## src/rtl/multdiv_sequencer.sv

```systemverilog
// -----------------------------------------------------------------------------
// multdiv_sequencer
//
// Sequences one multiply or divide on an external multi-cycle mult/div unit and
// owns the architectural HI/LO registers.
//
// An accepted request drives md_ctrl (01 = mult, 10 = div) for N consecutive
// cycles. md_ctrl then drops to 00 for one CAPTURE cycle. On the following edge
// md_hi/md_lo are written into HI/LO and done pulses for one cycle.
// A divide that reports md_divzero leaves HI/LO untouched and raises
// div_zero_exc together with done.
// mthi/mtlo writes (mt_hi/mt_lo) are accepted only while idle, and a
// simultaneous start takes priority over them.
//
// Ports
//   clk            rising-edge clock
//   reset          asynchronous, active-low reset
//   start, op      request (op: 0 = mult, 1 = div), sampled in IDLE
//   rs_val, rt_val operands; rs_val is also the mthi/mtlo source
//   mt_hi, mt_lo   write rs_val to HI / LO while idle
//   md_a, md_b     registered operands to the mult/div unit
//   md_ctrl        00 idle, 01 mult, 10 div
//   md_hi, md_lo   results from the mult/div unit
//   md_divzero     divide-by-zero flag from the mult/div unit
//   busy           operation in flight
//   done           one-cycle completion pulse
//   div_zero_exc   one-cycle divide-by-zero pulse, coincident with done
//   hi_out, lo_out architectural HI / LO
//
// Build option
//   MULTDIV_SEQUENCER_DIVZERO_EARLY_EN : when defined, a divide that sees
//   md_divzero while running is cut short and moves straight to CAPTURE.
// -----------------------------------------------------------------------------
module multdiv_sequencer #(
  parameter int MULT_CYCLES = 32,
  parameter int DIV_CYCLES  = 33
) (
  input  logic        clk,
  input  logic        reset,
  input  logic        start,
  input  logic        op,
  input  logic [31:0] rs_val,
  input  logic [31:0] rt_val,
  input  logic        mt_hi,
  input  logic        mt_lo,
  output logic [31:0] md_a,
  output logic [31:0] md_b,
  output logic [1:0]  md_ctrl,
  input  logic [31:0] md_hi,
  input  logic [31:0] md_lo,
  input  logic        md_divzero,
  output logic        busy,
  output logic        done,
  output logic        div_zero_exc,
  output logic [31:0] hi_out,
  output logic [31:0] lo_out
);

  typedef enum logic [1:0] {
    IDLE    = 2'b00,
    RUN     = 2'b01,
    CAPTURE = 2'b10
  } state_t;

  localparam logic [1:0] CTRL_IDLE = 2'b00;
  localparam logic [1:0] CTRL_MULT = 2'b01;
  localparam logic [1:0] CTRL_DIV  = 2'b10;

  // The counter holds the number of RUN cycles already completed, so the last
  // RUN cycle is the one in which it equals N-1.
  localparam logic [5:0] MULT_LAST = 6'(MULT_CYCLES - 1);
  localparam logic [5:0] DIV_LAST  = 6'(DIV_CYCLES - 1);
  localparam logic [5:0] CNT_MAX   = 6'h3f;

  state_t      state_q, state_d;
  logic [5:0]  cnt_q, cnt_d;
  logic        op_q, op_d;           // 1 = current operation is a divide
  logic        early_q, early_d;     // divide was cut short by md_divzero
  logic [31:0] md_a_q, md_a_d;
  logic [31:0] md_b_q, md_b_d;
  logic [1:0]  md_ctrl_q, md_ctrl_d;
  logic        busy_q, busy_d;
  logic        done_q, done_d;
  logic        exc_q, exc_d;
  logic [31:0] hi_q, hi_d;
  logic [31:0] lo_q, lo_d;

  logic        early_abort;
  logic [5:0]  cnt_last;

`ifdef MULTDIV_SEQUENCER_DIVZERO_EARLY_EN
  assign early_abort = op_q & md_divzero;
`else
  assign early_abort = 1'b0;
`endif

  assign cnt_last = op_q ? DIV_LAST : MULT_LAST;

  always_comb begin
    state_d   = state_q;
    cnt_d     = cnt_q;
    op_d      = op_q;
    early_d   = early_q;
    md_a_d    = md_a_q;
    md_b_d    = md_b_q;
    md_ctrl_d = md_ctrl_q;
    busy_d    = busy_q;
    done_d    = 1'b0;
    exc_d     = 1'b0;
    hi_d      = hi_q;
    lo_d      = lo_q;

    case (state_q)
      IDLE: begin
        if (start) begin
          // start has priority: any mt write in the same cycle is dropped
          md_a_d    = rs_val;
          md_b_d    = rt_val;
          md_ctrl_d = op ? CTRL_DIV : CTRL_MULT;
          op_d      = op;
          early_d   = 1'b0;
          cnt_d     = 6'd0;
          busy_d    = 1'b1;
          state_d   = RUN;
        end else begin
          if (mt_hi) hi_d = rs_val;
          if (mt_lo) lo_d = rs_val;
        end
      end

      RUN: begin
        if (early_abort) begin
          md_ctrl_d = CTRL_IDLE;
          early_d   = 1'b1;
          state_d   = CAPTURE;
        end else if (cnt_q == cnt_last) begin
          md_ctrl_d = CTRL_IDLE;
          state_d   = CAPTURE;
        end else if (cnt_q != CNT_MAX) begin
          cnt_d = cnt_q + 6'd1;
        end
      end

      CAPTURE: begin
        // md_ctrl is already 00 here; results are taken on this edge
        done_d  = 1'b1;
        busy_d  = 1'b0;
        state_d = IDLE;
        if (op_q && (md_divzero || early_q)) begin
          exc_d = 1'b1;
        end else begin
          hi_d = md_hi;
          lo_d = md_lo;
        end
      end

      default: begin
        state_d   = IDLE;
        md_ctrl_d = CTRL_IDLE;
        busy_d    = 1'b0;
      end
    endcase
  end

  always_ff @(posedge clk or negedge reset) begin
    if (!reset) begin
      state_q   <= IDLE;
      cnt_q     <= 6'd0;
      op_q      <= 1'b0;
      early_q   <= 1'b0;
      md_a_q    <= 32'd0;
      md_b_q    <= 32'd0;
      md_ctrl_q <= CTRL_IDLE;
      busy_q    <= 1'b0;
      done_q    <= 1'b0;
      exc_q     <= 1'b0;
      hi_q      <= 32'd0;
      lo_q      <= 32'd0;
    end else begin
      state_q   <= state_d;
      cnt_q     <= cnt_d;
      op_q      <= op_d;
      early_q   <= early_d;
      md_a_q    <= md_a_d;
      md_b_q    <= md_b_d;
      md_ctrl_q <= md_ctrl_d;
      busy_q    <= busy_d;
      done_q    <= done_d;
      exc_q     <= exc_d;
      hi_q      <= hi_d;
      lo_q      <= lo_d;
    end
  end

  assign md_a         = md_a_q;
  assign md_b         = md_b_q;
  assign md_ctrl      = md_ctrl_q;
  assign busy         = busy_q;
  assign done         = done_q;
  assign div_zero_exc = exc_q;
  assign hi_out       = hi_q;
  assign lo_out       = lo_q;

endmodule

```

## config.mk

```make
export PLATFORM = sky130hd
export DESIGN_NAME = multdiv_sequencer
export DESIGN_NICKNAME = d
export VERILOG_FILES = /design/src/rtl/multdiv_sequencer.sv
export SDC_FILE = /design/constraint.sdc
export NUM_CORES = 1
export LEC_CHECK = 0
export CAP_MARGIN = 20
export CORE_MARGIN = 2
export CORE_UTILIZATION = 38
export DETAILED_ROUTE_END_ITERATION = 10
export GPL_ROUTABILITY_DRIVEN = 0
export GPL_TIMING_DRIVEN = 0
export PLACE_DENSITY = 0.69
export SLEW_MARGIN = 0
export SYNTH_ARGS = -nofsm -noshare
export SYNTH_HDL_FRONTEND = slang
export SYNTH_SLANG_ARGS = --single-unit
```

## constraint.sdc

```tcl
create_clock -name clk -period 2.3 [get_ports clk]
set_input_delay 0.23 -clock clk [delete_from_list [all_inputs] [get_ports clk]]
set_output_delay 0.23 -clock clk [all_outputs]
set_load 0.005 [all_outputs]
```

==> results.toml <==
[placement]
dpl_cell_area_sq_um = 9260
placedCellCount = 1150
dp_slack_ps = 112
io_buffers = 267
dp_hpwl_um = 14400

[synthesis]
ys_top_cells_by_area = "dfrtp_1, nand2_1, a21oi_2"
synth_top_area_share_pct = 56.5
ys_warn_count = 0
synthCells = 662
synth_ff_type = "dfrtp_1"
synth_area_sq_um = 6290
yosysUniqueCellTypes = 40
synth_common_cells = "nand2_1, dfrtp_1, a21oi_1"
yosysSeqAreaShare_pct = 56.5
avgSynthCellArea_sq_um = 9.50
synthArstFlopShare_pct = 100
ys_ff_latch = 142
synth_edf_count = 0
yosys.area.top_type = "dfrtp_1"
syn_nets = 798
synth_most_common_cell = "nand2_1"

[run_status]
status = "complete, no violations"

[setup_path]
crit_type = "reg2reg"
reg2reg_slack_ps = 330
crit_path_end_kind = "flop"
required_ps = 2650
crit_fanout = 10
worst_r2r_path_depth = 7
cp_top_family = "buffers and inverters"
max_stage_delay_ps = 490
r2r_start = "state_q[1]"
startpoint_type = "flop"
cpMaxStageDelayCell = "clkbuf_1"
crit_path_cell_trace = "buf_6, nor2b_1, buf_4, buf_2, clkbuf_1, a21oi_1, a21oi_2"
r2r-end = "lo_out[27]"
cp.arrival_ps = 2320
critPathBufInv = 4

[final_layout]
fillCellCount = 1475
design_area_sq_um = 9920
final-instance-count-excl-fill = 1183
drive_above_1_share_pct = 12.1
nets = 1086
diodes = 0
syn2layout_area_growth_pct = 57.8

[clock_tree]
cts_buffer_depth = 2
post_cts_buffers = 0
cts_max_level = 4
path_clk_slew_ps = 60
cts_root_buf = "clkbuf_16"
cts_resized = 0
clk_latency_ps = 420
cts_sinks = 142
cts_hold_buf = 1
cts_inserted_buffers = 17
tritoncts = "done"

[drt]
vias = 5672
drt_wl_total_um = 20000
vias_per_cell = 4.79
dr.pass1.iters = 5
wl_per_cell_um = 16.9
drt_iter0_markers = 262
route.detailed.drc = 0
detail-route-antenna-nets = 0

[run]
cap_violations = 0

[sta]
tns_ps = 0
setup_viol_count_final = 0
fin_skew_ps = 5.20
rsz0062_at_grt = "no"
finalHoldViolCount = 0
min_period_ps = 1970
final.setup.worst_slack_ps = 333
max_slew_margin_pct = 55.8
worst_slew_pin_slew_ps = 663
finalCritPeriodShare_pct = 85.5
final_max_slew_viol_count = 0
fmax_mhz = 508

[grt]
antenna_found_initial = 0
grt_overflow = 0
grt_max_degree = 75
grt_pass1_wl_um = 31300
grt_pass1_vias = 5717
grtUsageTotal_pct = 23.0

[die]
start_util_pct = 38.5
die_w_um = 133
die-area_sq_um = 17600
die_h_um = 133
io_pins = 268
row_count = 47
core_area_sq_um = 16300

[min_path]
whs_path_depth = 3
min_to = "md_b[1]"
worstHoldStart = "rt_val[1]"
min_path_type = "in2reg"

[power]
p_leak_nw = 4.31
p_per_area_nw_per_um2 = 1210
ir_worst_vdd_v = 0.000581
[cells in the final DEF (no fill, tap or decap), drive strengths merged, types with 2 or more instances in the layout]
| master | count |
|---|---|
| clkdlybuf4s50 | 266 |
| nand2 | 201 |
| dfrtp | 142 |
| a21oi | 135 |
| nor2 | 67 |
| clkbuf | 38 |
| nor2b | 33 |
| buf | 24 |
| bufinv | 5 |
| o21ai | 5 |
| nand4 | 4 |
| o211ai | 4 |
| inv | 4 |
| clkinvlp | 3 |
| clkinv | 3 |
| and3 | 2 |
| nor3 | 2 |
| and4 | 2 |
| and2 | 2 |
| nor4 | 2 |
| a311o | 2 |
| or3b | 2 |
[cell type report]
type	count	area, sq um	area share, %
inverters	2	7.51	0.0757
plain buffers	41	298	3.00
repair buffers	269	2710	27.3
multi-input cells	477	2430	24.5
clock buffers	19	433	4.36
flip-flops and latches	142	3550	35.8
well taps	220	275	2.77
clock inverters	13	213	2.14
[worst register-to-register path: stages, from the launching register on]
cell      delay (ps)
dfrtp_1          340
buf_6            130
nor2b_1          130
buf_4            180
buf_2            270
clkbuf_1         490
a21oi_1          190
a21oi_2          170
[worst max-delay path by stage]
stage                       to  slack (ps)  cells past startpoint  startpoint
floorplan           hi_out[11]         660                      5  state_q[1]
global placement    hi_out[17]       -4980                      1       reset
detailed placement    md_a[28]         110                      6       start
CTS                 lo_out[27]         270                      7  state_q[1]
global route        lo_out[27]         180                      7  state_q[1]
finish              lo_out[27]         330                      7  state_q[1]
[metrics by stage]
stage	hold WS [ps]	total power [mW]	util (%)
after detailed placement	287	9.00	56.7
after global routing	333	12.7	60.7
after CTS	317	12.1	60.7
after floorplan	-65.6	5.96	-
final	328	12.0	60.7
after global placement	456	8.91	56.5
[layer usage]
| metal | global-route usage, % | share of wire, % | up-vias |
|---|---|---|---|
| li1 | - | - | 2744 |
| met1 | 29.8 | 43 | 2674 |
| met2 | 37.4 | 48 | 219 |
| met3 | 6.74 | 7.1 | 35 |
| met4 | 7.29 | 2.2 | 0 |
| met5 | 0 | 0 | - |
[flip-flops by register name, indices dropped and copies added (netlist names)]
name          cells
md_a             32
cnt_q             6
md_ctrl           2
op_q              1
lo_out           32
hi_out           32
state_q           2
busy              1
done              1
md_b             32
div_zero_exc      1
[where the power goes]
part / internal, mW / switching (mW) / total, mW
sequential: 3.67 / 0.664 / 4.33
clock: 1.93 / 1.11 / 3.04
combinational: 2.81 / 1.78 / 4.59
[logic make-up after synthesis]
kind of cell	count (synthesis)	synth area share (%)
AO/OA/AOI/OAI	153	16.6
adder cells (fa/ha/maj)	1	0.199
buffers and inverters	43	4.86
flip-flops	142	56.5
AND/OR/NAND/NOR	323	21.8
No activity file was read; power rests on OpenSTA's default activity.
==> variant 1: new RTL, same settings <==
Remove the register `exc_q`: a continuous assignment takes its place, so the output `div_zero_exc` follows one clock earlier.
--- a/src/rtl/multdiv_sequencer.sv
+++ b/src/rtl/multdiv_sequencer.sv
@@ -173,7 +173,6 @@
       md_ctrl_q <= CTRL_IDLE;
       busy_q    <= 1'b0;
       done_q    <= 1'b0;
-      exc_q     <= 1'b0;
       hi_q      <= 32'd0;
       lo_q      <= 32'd0;
     end else begin
@@ -186,11 +185,12 @@
       md_ctrl_q <= md_ctrl_d;
       busy_q    <= busy_d;
       done_q    <= done_d;
-      exc_q     <= exc_d;
       hi_q      <= hi_d;
       lo_q      <= lo_d;
     end
   end
+
+  assign exc_q = exc_d;
 
   assign md_a         = md_a_q;
   assign md_b         = md_b_q;
Behaviour: no difference found for any inputs over 4 cycles, from zero or initial values and one cycle with reset low; that may be too few to reach the edited logic, so the function may still have changed.
==> variant 1 against the unedited design <==
Maximum frequency is 12% lower. Worst setup slack got worse by 0.27 ns. Area after synthesis fell by 0.40%. Power fell by 1.0%. Sequential cell count decreased by 1. Cell area fell by 0.33%. Global-route usage rose by 0.69 points. Wire length grew 3.5%. Critical endpoint is now div_zero_exc. Largest cell class unchanged. Largest power group unchanged.
==> variant 1: results <==
[run_status]
status = "complete, no violations"

[layout]
layout-drive-gt1-share_pct = 12.56
fin_cells = 1179
buf_share_pct = 30.64
area_growth_pct = 57.88
n_all_buffers = 311
clkCellAreaFrac_pct = 6.277
num-fill-cells = 1424

[global_route]
grt_pass1_wl_um = 32130
grt_max_degree = 96
grt_use_met3_pct = 5.690
grt.met1_usage_pct = 31.85
grt_pass1_vias = 5583
track_usage_pct = 23.72

[drt]
met3_length_um = 1349
wl_met2_um = 10090
first_pass_iters = 4

[synthesis]
synth_nets = 797
synth.avg_cell_area_um2 = 9.474
synth_common_cells = "nand2_1, dfrtp_1, a21oi_1, nor2_1, a21oi_2"

[worst_setup_path]
critPathArrivalTime_ns = 2.01

[placed_design]
place_area_um2 = 9234
pre_cts_slack_ns = 0.03028

[timing]
holdWs_ns = 0.3191
skew_ns = 0.01323
finalWorstSetupSlack_ns = 0.06395

[power]
ir_worst_vdd_mv = 0.5148
==> variant 1: changes by cell type in the layout (fill, tap and decap cells not counted), sizes merged <==
cell | unedited run | this run
buf | 24 | 25
bufinv | 5 | 4
clkbuf | 38 | 36
clkinv | 3 | 8
clkinvlp | 3 | 2
dfrtp | 142 | 141
inv | 4 | 3
==> variant 1: what timing repair did <==
| item | 4_1_cts | 5_1_grt |
|---|---|---|
| endpoints found under the hold margin | 46 | 0 |
| buffers inserted | 2 | 0 |
| hold buffers | 1 | 0 |
| endpoints found under the setup margin | 1 | 1 |
| resized for setup | 2 | 2 |
==> variant 1: power by group <==
part           switching (uW)  leakage (uW)  internal (uW)  total [uW]
Combinational            1790       0.00231           2810        4600
Sequential                681       0.00168           3650        4330
Clock                    1100      0.000303           1810        2910
==> variant 1: logic make-up (layout without fill, tap and decap cells) <==
logic type,count (synthesis),count (layout),share of synthesized area (%)
compound gates,153,153,16.66
flops,141,141,56.34
buf+inv,43,345,4.875
fa+ha+maj,1,1,0.1998
simple gates,323,323,21.92
==> variant 2: new RTL, same settings <==
Made on the original files. `DIV_CYCLES`: 33 -> 16.
--- a/src/rtl/multdiv_sequencer.sv
+++ b/src/rtl/multdiv_sequencer.sv
@@ -33,7 +33,7 @@
 // -----------------------------------------------------------------------------
 module multdiv_sequencer #(
   parameter int MULT_CYCLES = 32,
-  parameter int DIV_CYCLES  = 33
+  parameter int DIV_CYCLES  = 16
 ) (
   input  logic        clk,
   input  logic        reset,
Behaviour: same outputs for any inputs over 4 cycles, from zero or initial values and one cycle with reset low; that may be too few to reach the edited logic, so the function may still have changed.
==> variant 2 against the unedited design <==
Cell area shrank 3.1%. Via count down 3.0%. Wire length is 4.3% lower. Sequential cell count is the same. Area after synthesis fell by 3.5%. Worst setup slack gained 0.090 ns. Maximum frequency is 4.8% higher. Count of clock-buffer cells in the layout rose by 4.
Power is not compared: it rests on default switching activity, and its combinational part moved more than twofold at a synthesized area within 25%.
==> variant 2: results <==
[clocking]
clock_latency_ns = 0.42
clk_path_buf_depth = 2
postCtsSetupBuffers = 0
cts_root_buf = "clkbuf_16"
clk_pin_slew_ns = 0.06
cts_hold_buf = 1
htreeDepth = 4
cts_resized = 0
cts_made_buffers = 17

[synthesis]
synth_common_cells = "nand2_1, dfrtp_1, a21oi_1, nor2_1, nor2b_1"
ys_warn_count = 0
synth_flop_cell = "dfrtp_1"
yosysSeqAreaShare_pct = 58.57
synthTopCellsByArea = "dfrtp_1, nand2_1, a21oi_1, nor2_1, a21oi_2"
synth.avg_cell_area_um2 = 9.277
synth_nets = 790
synth_cell_types = 31

[worst_setup_path]
crit_family = "buffers and inverters"
critPathArrivalTime_ns = 2.22
cp_max_fo = 10
r2r_end = "hi_out[17]"
cpPeakStageDelay_ns = 0.46
rr_worst_depth = 7
r2r_setup_slack_ns = 0.42
worstReg2RegStart = "state_q[0]"
crit_slowest_cell = "clkbuf_1"

[global_route]
track_usage_pct = 22.87
grt_use_met2_pct = 36.34
grt_pass1_wl_um = 29440
antenna_found_initial = 0
grt_use_met3_pct = 6.765
grt.met1_usage_pct = 30.01
grt_max_degree = 81
grt_pass1_vias = 5418

[worst_hold_path]
min-delay-start = "rt_val[27]"
hold_end = "md_b[27]"
hold_depth = 3
min-delay-path-class = "primary input to flop"

[drt]
first_pass_iters = 4
drtIter0Drc = 208
drt-total-wl_um = 19120
vias = 5502

[layout]
fin_cells = 1169
num-fill-cells = 1439
nets = 1078
layout-drive-gt1-share_pct = 9.234
insertedDiodeCount = 0

[timing]
relSlewSlack_pct = 59.87
hold_viol_final = 0
skew_ns = 0.006441

[run_status]
status = "complete, no violations"

[power]
ir_worst_vdd_mv = 0.5173
p_leak_uw = 0.004424

[placed_design]
place_hpwl_um = 14360
port_buffers = 267
variant 2: cells by family (layout without fill, tap and decap cells):
group / count (synthesis) / in the layout / share of synthesized area, %
compound gates: 142 / 142 / 14.02
xor+xnor: 3 / 3 / 0.4332
flops: 142 / 142 / 58.57
simple gates: 323 / 323 / 22.17
buf+inv: 40 / 339 / 4.104
fa+ha+maj: 1 / 1 / 0.2062
mux: 3 / 3 / 0.4950
variant 2: power breakdown:
part	leakage (uW)	switching, uW	internal (uW)
sequential	0.00180	65.4	2620
clock	0.000279	1020	1660
combinational	0.00234	268	488
total	0.00442	1350	4770
variant 2: metal layers:
metal  vias to the layer above  wire [um]
met5                         -          0
met4                         0        485
met3                        31       1351
met2                       178       9070
met1                      2596       8211
li1                       2697          -
variant 2: worst max-delay path by stage:
stage,from,to,depth (start not counted)
floorplan,state_q[1],hi_out[1],4
global placement,reset,md_b[10],1
detailed placement,start,lo_out[15],5
CTS,state_q[0],hi_out[17],7
global route,state_q[1],hi_out[17],6
finish,state_q[0],hi_out[17],7
variant 2: metrics by stage:
step / hold WS (ns) / cell area (um2) / setup TNS (ns) / setup WS (ns)
floorplan: -0.06559 / 6067 / 0 / 0.7450
global placement: 0.4570 / 9010 / -701.51 / -4.951
detailed placement: 0.2569 / 9039 / 0 / 0.1777
CTS: 0.3178 / 9614 / 0 / 0.4236
global route: 0.3416 / 9614 / 0 / 0.2792
finish: 0.3380 / 9614 / 0 / 0.4226
variant 2: area by class of cell:
cell class | count | area share, %
buffer | 38 | 2.512
clock inverter | 7 | 0.9110
multi-input combinational | 472 | 23.56
tap | 216 | 2.811
inverter | 2 | 0.07808
sequential | 142 | 36.96
clock buffer | 23 | 4.971
timing repair buffer | 269 | 28.20
